==> config.mk <==
export PLATFORM = sky130hd
export DESIGN_NAME = div_writeback_queue
export DESIGN_NICKNAME = d
export VERILOG_FILES = /design/src/rtl/div_writeback_queue.sv
export SDC_FILE = /design/constraint.sdc
export NUM_CORES = 1
export LEC_CHECK = 0
export ABC_AREA = 0
export CAP_MARGIN = 15
export CORE_ASPECT_RATIO = 0.5
export CORE_UTILIZATION = 58
export CTS_BUF_LIST = sky130_fd_sc_hd__clkbuf_8
export DETAILED_ROUTE_END_ITERATION = 8
export GPL_TIMING_DRIVEN = 0
export PLACE_DENSITY_LB_ADDON = 0.25
export SLEW_MARGIN = 20
export SYNTH_ARGS = -nofsm -noshare
export SYNTH_HDL_FRONTEND = slang
export SYNTH_SLANG_ARGS = --single-unit
==> constraint.sdc <==
create_clock -name clk -period 11.1 [get_ports clk]
set_clock_uncertainty 0.1 [all_clocks]
set_input_delay 3.33 -clock clk [delete_from_list [all_inputs] [get_ports clk]]
set_output_delay 3.33 -clock clk [all_outputs]
set_load 0.02 [all_outputs]
==> src/rtl/div_writeback_queue.sv <==
// rtl/div_writeback_queue.sv - divider result capture and writeback FIFO
// Selects DIV/REM data per result, buffers it with its tag, drains under valid/ready.
module div_writeback_queue #(
  parameter int DATA_W = 64,
  parameter int TAG_W  = 5,
  parameter int DEPTH  = 4
) (
  input  logic                     clk,
  input  logic                     rst,
  input  logic                     flush,
  input  logic                     in_valid,
  output logic                     in_ready,
  input  logic                     in_op,
  input  logic [TAG_W-1:0]         in_rd,
  input  logic [DATA_W-1:0]        in_quotient,
  input  logic [DATA_W-1:0]        in_remainder,
  input  logic                     in_overflow,
  output logic                     wb_valid,
  input  logic                     wb_ready,
  output logic [TAG_W-1:0]         wb_rd,
  output logic [DATA_W-1:0]        wb_data,
  output logic                     wb_exc,
  output logic [$clog2(DEPTH):0]   count,
  output logic [15:0]              exc_count
);

  localparam int PTR_W = $clog2(DEPTH);
  localparam int CNT_W = PTR_W + 1;

  logic [TAG_W-1:0]  rd_mem   [DEPTH];
  logic [DATA_W-1:0] data_mem [DEPTH];
  logic [DEPTH-1:0]  exc_mem;

  logic [PTR_W-1:0] wr_ptr;
  logic [PTR_W-1:0] rd_ptr;
  logic             full;
  logic             accept;
  logic             push;
  logic             pop;

  assign full     = (count == CNT_W'(DEPTH));
  assign in_ready = !full;
  assign wb_valid = (count != '0);

  // Writes to x0 complete the handshake but never occupy an entry.
  assign accept = in_valid & in_ready;
  assign push   = accept & (in_rd != '0);
  assign pop    = wb_valid & wb_ready;

  always_ff @(posedge clk) begin
    if (push && !flush && !rst) begin
      rd_mem[wr_ptr]   <= in_rd;
      data_mem[wr_ptr] <= in_op ? in_remainder : in_quotient;
      exc_mem[wr_ptr]  <= in_overflow;
    end
  end

  always_ff @(posedge clk) begin
    if (rst) begin
      wr_ptr <= '0;
      rd_ptr <= '0;
      count  <= '0;
    end else if (flush) begin
      wr_ptr <= '0;
      rd_ptr <= '0;
      count  <= '0;
    end else begin
      if (push) wr_ptr <= wr_ptr + PTR_W'(1);
      if (pop)  rd_ptr <= rd_ptr + PTR_W'(1);
      if (push && !pop)      count <= count + CNT_W'(1);
      else if (pop && !push) count <= count - CNT_W'(1);
    end
  end

  // Overflow results are counted at the handshake, so discarded x0 writes still count.
  always_ff @(posedge clk) begin
    if (rst) begin
      exc_count <= '0;
    end else if (accept && in_overflow && (exc_count != 16'hFFFF)) begin
      exc_count <= exc_count + 16'd1;
    end
  end

  assign wb_rd   = wb_valid ? rd_mem[rd_ptr]   : '0;
  assign wb_data = wb_valid ? data_mem[rd_ptr] : '0;
  assign wb_exc  = wb_valid ? exc_mem[rd_ptr]  : 1'b0;

endmodule

-- Yosys cells after proc, flatten, opt, wreduce, memory -nomap -nowiden
Memory sizes are Yosys's and may differ from the RTL's. A register that Yosys moved wholly into a read port is not among the register bits.
Cells that the tools add are included.
- input bits: 140
- memories kept: 2
- bits in registers: 27
- bits in read-only memories: 0
- logic and storage cells: 53
- latch bits: 0
- bits in writable memories: 276
- output and inout port bits: 91
- $lt $le $gt $ge: 3
- divide/modulo/power cells: 0
- reductions and logical operators: 16
- bitwise operators: 3
- shift-type cells: 0
- $add $sub $neg: 5
- multiply operators: 0
- equality and inequality tests: 2
- mux-type cells: 17
- memories (name ; words ; bits a word ; rd ports ; clocked after Yosys merged registers in ; write ports ; line ; RTL):
    data_mem ; 4 ; 64 ; 1 ; 1 ; 1 ; 31 ; logic [DATA_W-1:0] data_mem [DEPTH];
    rd_mem ; 4 ; 5 ; 1 ; 1 ; 1 ; 30 ; logic [TAG_W-1:0] rd_mem [DEPTH];
- operators with widths (kind ; count):
    64-bit two-way mux ; 2
    16-bit by 1-bit adder with 16-bit output, second input constant ; 1
    16-bit inequality test, second input constant ; 1
    2-bit two-way mux ; 4
    1-bit logical AND ; 7
    2-bit by 3-bit < comparator with 1-bit output, second input constant ; 2
    3-bit two-way mux ; 2
    1-bit logical NOT ; 5
    1-bit two-way mux ; 5
    5-bit two-way mux ; 1
    5-bit nonzero test ; 1
    2-bit by 1-bit adder with 2-bit output, second input constant ; 2
    4-bit bitwise mux ; 1
    3-bit by 1-bit adder with 3-bit output, second input constant ; 1
    1-bit AND ; 3
    3-bit == test, second input constant ; 1
    3-bit nonzero test ; 1
    3-bit by 1-bit subtractor with 3-bit output, second input constant ; 1
    1-bit binary-select mux with 2-bit select ; 1
    1-bit demux with 2-bit select ; 1
    2-bit by 1-bit greater-or-equal comparator with 1-bit output, second input constant ; 1
    2-bit nonzero test ; 1
    2-bit OR reduction ; 1

-- Depth between registers and ports, before layout
- depth in word-level cells: 8
- gate-level depth with buffers: 9
- depth with buffers taken out: 9

-- Least setup slack after synthesis
Ideal clock, no wire load.
- kind: input to register
- start point: in rst
- end point: mem data_mem[0][0], enable pin
- arrival: 5.788 ns
- setup time: 0.436 ns
- stages on the path: 5
- path slack: 4.776 ns
- cell sequence: clkbuf_1 or2_2 clkbuf_1 nor2_1 and2_1
- word-level cells in the longest chain between the ends: 4
- RTL lines (element ; line ; RTL):
    from (decl) ; 9 ; input logic rst,
    1-bit logical NOT ; 51 ; if (push && !flush && !rst) begin
    1-bit logical AND ; 51 ;
    1-bit two-way mux ; 51 ;
    1-bit two-way mux ; 53 ; data_mem[wr_ptr] <= in_op ? in_remainder : in_quotient;
    to (decl) ; 31 ;
No other way between the ends.

==> results_dict.tcl <==
set metrics [dict create \
    status "finished clean" \
    setup_violations 0 \
    stdcell_count 1266 \
    critPathKind "reg2out" \
    fin_crit_ps 6540 \
    synth-async-reset-ratio_pct 0 \
    dr.pass1.iters 4 \
    post_cts_buffers 0 \
    place_congestion 0.814 \
    cp-start-kind "flip-flop" \
    hold_ws_ps 415 \
    diodes 0 \
    maxSlewHeadroom_pct 37.0 \
    worstPathRequired_ps 7670 \
    synth_top_area_cell "edfxtp_1" \
    coreArea_sq_um 20900 \
    maxCapViolCount 0 \
    synthFlopType "edfxtp_1" \
    cts_buffers 42 \
    initial_core_util_pct 60.3 \
    port_buffers 228 \
    ys_seq_elements 305 \
    synth_common_cells "280 x edfxtp_1, 75 x and2_1, 70 x mux4_2, 66 x mux2_2, 25 x dfxtp_1" \
    routedWlPerCell_um 20.2 \
    cellPowerDensity_nw_per_um2 150 \
    rsz0062_at_grt "no" \
    yosysWarnings 0 \
    maxSlewViolCount 0 \
    reg2regPathDepth 9 \
    yosys.cell_types.count 41 \
    grt_pass1_wl_um 39400 \
    post-synth-top-count-cell "edfxtp_1" \
    nNetsFinal 1087 \
    cts_max_level 2 \
    reg2reg_from "count[0]$_SDFFE_PP0P_" \
    drc_errors 0 \
    totalWireLength_um 25500 \
    layout-drive-gt1-share_pct 22.7 \
    grt.overflow.total 0 \
    cts.sinks 305 \
    clock_latency_ps 540 \
    cts.clk_slew.worst_paths_ps 60 \
    r2r_setup_slack_ps 8340 \
    dp.cells 1188 \
    reg2reg_to "count[2]$_SDFFE_PP0P_" \
    ios 231 \
    cts-resized-gates 0 \
    die_h_um 106 \
    clock_path_buffers 3 \
    ir_worst_vdd_mv 0.0823 \
    avgSynthCellArea_sq_um 19.0 \
    postCtsHoldBufs 0 \
    grt.total_usage_pct 23.4 \
    cts_tree "built" \
    rows 37 \
    dp_hpwl_um 16900 \
    grt_antenna_before_repair 0 \
    final.setup.tns_ps 0 \
    crit_end "wb_data[53]" \
    die_w_um 211 \
    synth_edf_count 280 \
    power_mw 2.42 \
    critical_path_arrival_ps 3110 \
    worstMarginPinSlew_ps 945 \
    drt_iter0_markers 355 \
    design.die.area_sq_um 22400 \
    syn_to_final_growth_pct 27.8 \
    ant_nets 0 \
    grt_start_max_net_pins 46 \
    post-route-period-util_pct 58.9 \
    grt_pass1_vias 7312 \
    finalHoldViolCount 0 \
    end_kind "output port" \
    via_per_inst 5.55 \
    syn_area_sq_um 12600 \
    via_count 7021 \
    yosysTopAreaCellShare_pct 66.6 \
    seq_area_frac_synth_pct 70.6 \
    min_path_type "reg2reg" \
    syn-num-nets 811 \
    critPathMaxFanout 10 \
    synth_area_leaders "edfxtp_1 67%, mux4_2 12%, mux2_2 5.9%, dfxtp_1 4.0%, and2_1 3.7%" \
    p_leak_nw 5.25 \
    cts_root_buf "clkbuf_8" \
    clock.fmax_ghz 0.153 \
    synthCells 664 \
]
per-layer routing:
metal / routed length (um) / track usage, % / up-vias
met5: 0 / 0 / -
met2: 12700 / 39.0 / 195
met3: 1400 / 5.29 / 28
li1: - / - / 3217
met4: 229 / 4.55 / 0
met1: 11200 / 32.3 / 3581
flip-flops by register name, indices dropped and copies added (netlist names), named ones only:
register / flops
count: 3
data_mem: 256
exc_count: 16
exc_mem: 4
rd_mem: 20
rd_ptr: 2
wr_ptr: 2
cells by family after synthesis:
| family | count (synthesis) | synth area share [%] |
|---|---|---|
| adders and majority gates | 7 | 0.753 |
| xor gates and xnor gates | 5 | 0.347 |
| DFF | 305 | 70.6 |
| muxes | 138 | 18.5 |
| buffers and inverters | 45 | 1.50 |
| AOI/OAI and AO/OA | 31 | 1.50 |
| and+or+nand+nor | 133 | 6.82 |
layout make-up:
type | instances | area [sq um]
flip-flops and latches | 305 | 8910
repair buffers | 232 | 2380
fillers | 1259 | 4790
clock inverters | 33 | 136
multi-input cells | 314 | 3540
clock buffers | 45 | 619
well taps | 292 | 365
inverters | 7 | 26.3
plain buffers | 38 | 163
worst min-delay path by stage:
stage / start / endpoint / slack (ps) / depth (start not counted)
floorplan: rd_ptr[1]$_SDFFE_PP0P_ / flip-flop / 410 / 2
global route: exc_count[15]$_SDFFE_PP0P_ / exc_count[15]$_SDFFE_PP0P_ / 440 / 2
global placement: count[2]$_SDFFE_PP0P_ / count[2]$_SDFFE_PP0P_ / 390 / 2
CTS: count[2]$_SDFFE_PP0P_ / count[2]$_SDFFE_PP0P_ / 410 / 2
detailed placement: count[2]$_SDFFE_PP0P_ / count[2]$_SDFFE_PP0P_ / 400 / 2
finish: count[2]$_SDFFE_PP0P_ / count[2]$_SDFFE_PP0P_ / 410 / 2
power by group:
part           total [mW]  switching, mW  internal [mW]
clock network       0.781          0.405          0.376
logic               0.357          0.174          0.183
registers            1.28        0.00547           1.28
total                2.42          0.584           1.84
cells in the final DEF, fill, tap and decap left out, types with 2 or more instances in the layout:
| cell type | instances |
|---|---|
| nand4_2 | 2 |
| clkinv_2 | 7 |
| nor4_1 | 3 |
| mux2i_1 | 2 |
| edfxtp_1 | 280 |
| xor2_1 | 4 |
| nor2b_1 | 2 |
| o31ai_1 | 10 |
| buf_16 | 2 |
| clkinv_1 | 10 |
| a21oi_1 | 14 |
| nand4_1 | 4 |
| and2_1 | 71 |
| o21ai_0 | 4 |
| dfxtp_1 | 25 |
| clkbuf_1 | 23 |
| o211ai_1 | 2 |
| and2_4 | 4 |
| mux4_2 | 70 |
| ha_1 | 6 |
| or4_1 | 11 |
| mux2_2 | 66 |
| nor2_1 | 10 |
| nor3_1 | 2 |
| clkdlybuf4s50_1 | 228 |
| or3_1 | 3 |
| nand3_1 | 4 |
| clkbuf_8 | 45 |
| inv_1 | 22 |
| nand2_1 | 6 |
| or2_2 | 2 |
| buf_2 | 12 |
| buf_12 | 2 |
worst max-delay path: stages (launching register included):
cell	delay, ps
dfxtp_1	310
buf_2	220
buf_2	320
buf_1	580
mux4_2	420
and2_1	180
clkdlybuf4s50_1	540
metrics by stage:
| step | util, % | instance area, sq um | setup WS, ps |
|---|---|---|---|
| final | 77.1 | 16100 | 4560 |
| after global routing | 77.1 | 16100 | 4430 |
| after CTS | 77.1 | 16100 | 4560 |
| after detailed placement | 73.5 | 15400 | 5010 |
| after global placement | 73.0 | 15300 | 3190 |
| after floorplan | - | 12600 | 4780 |
Note: power is estimated with default switching activity, not from simulation.
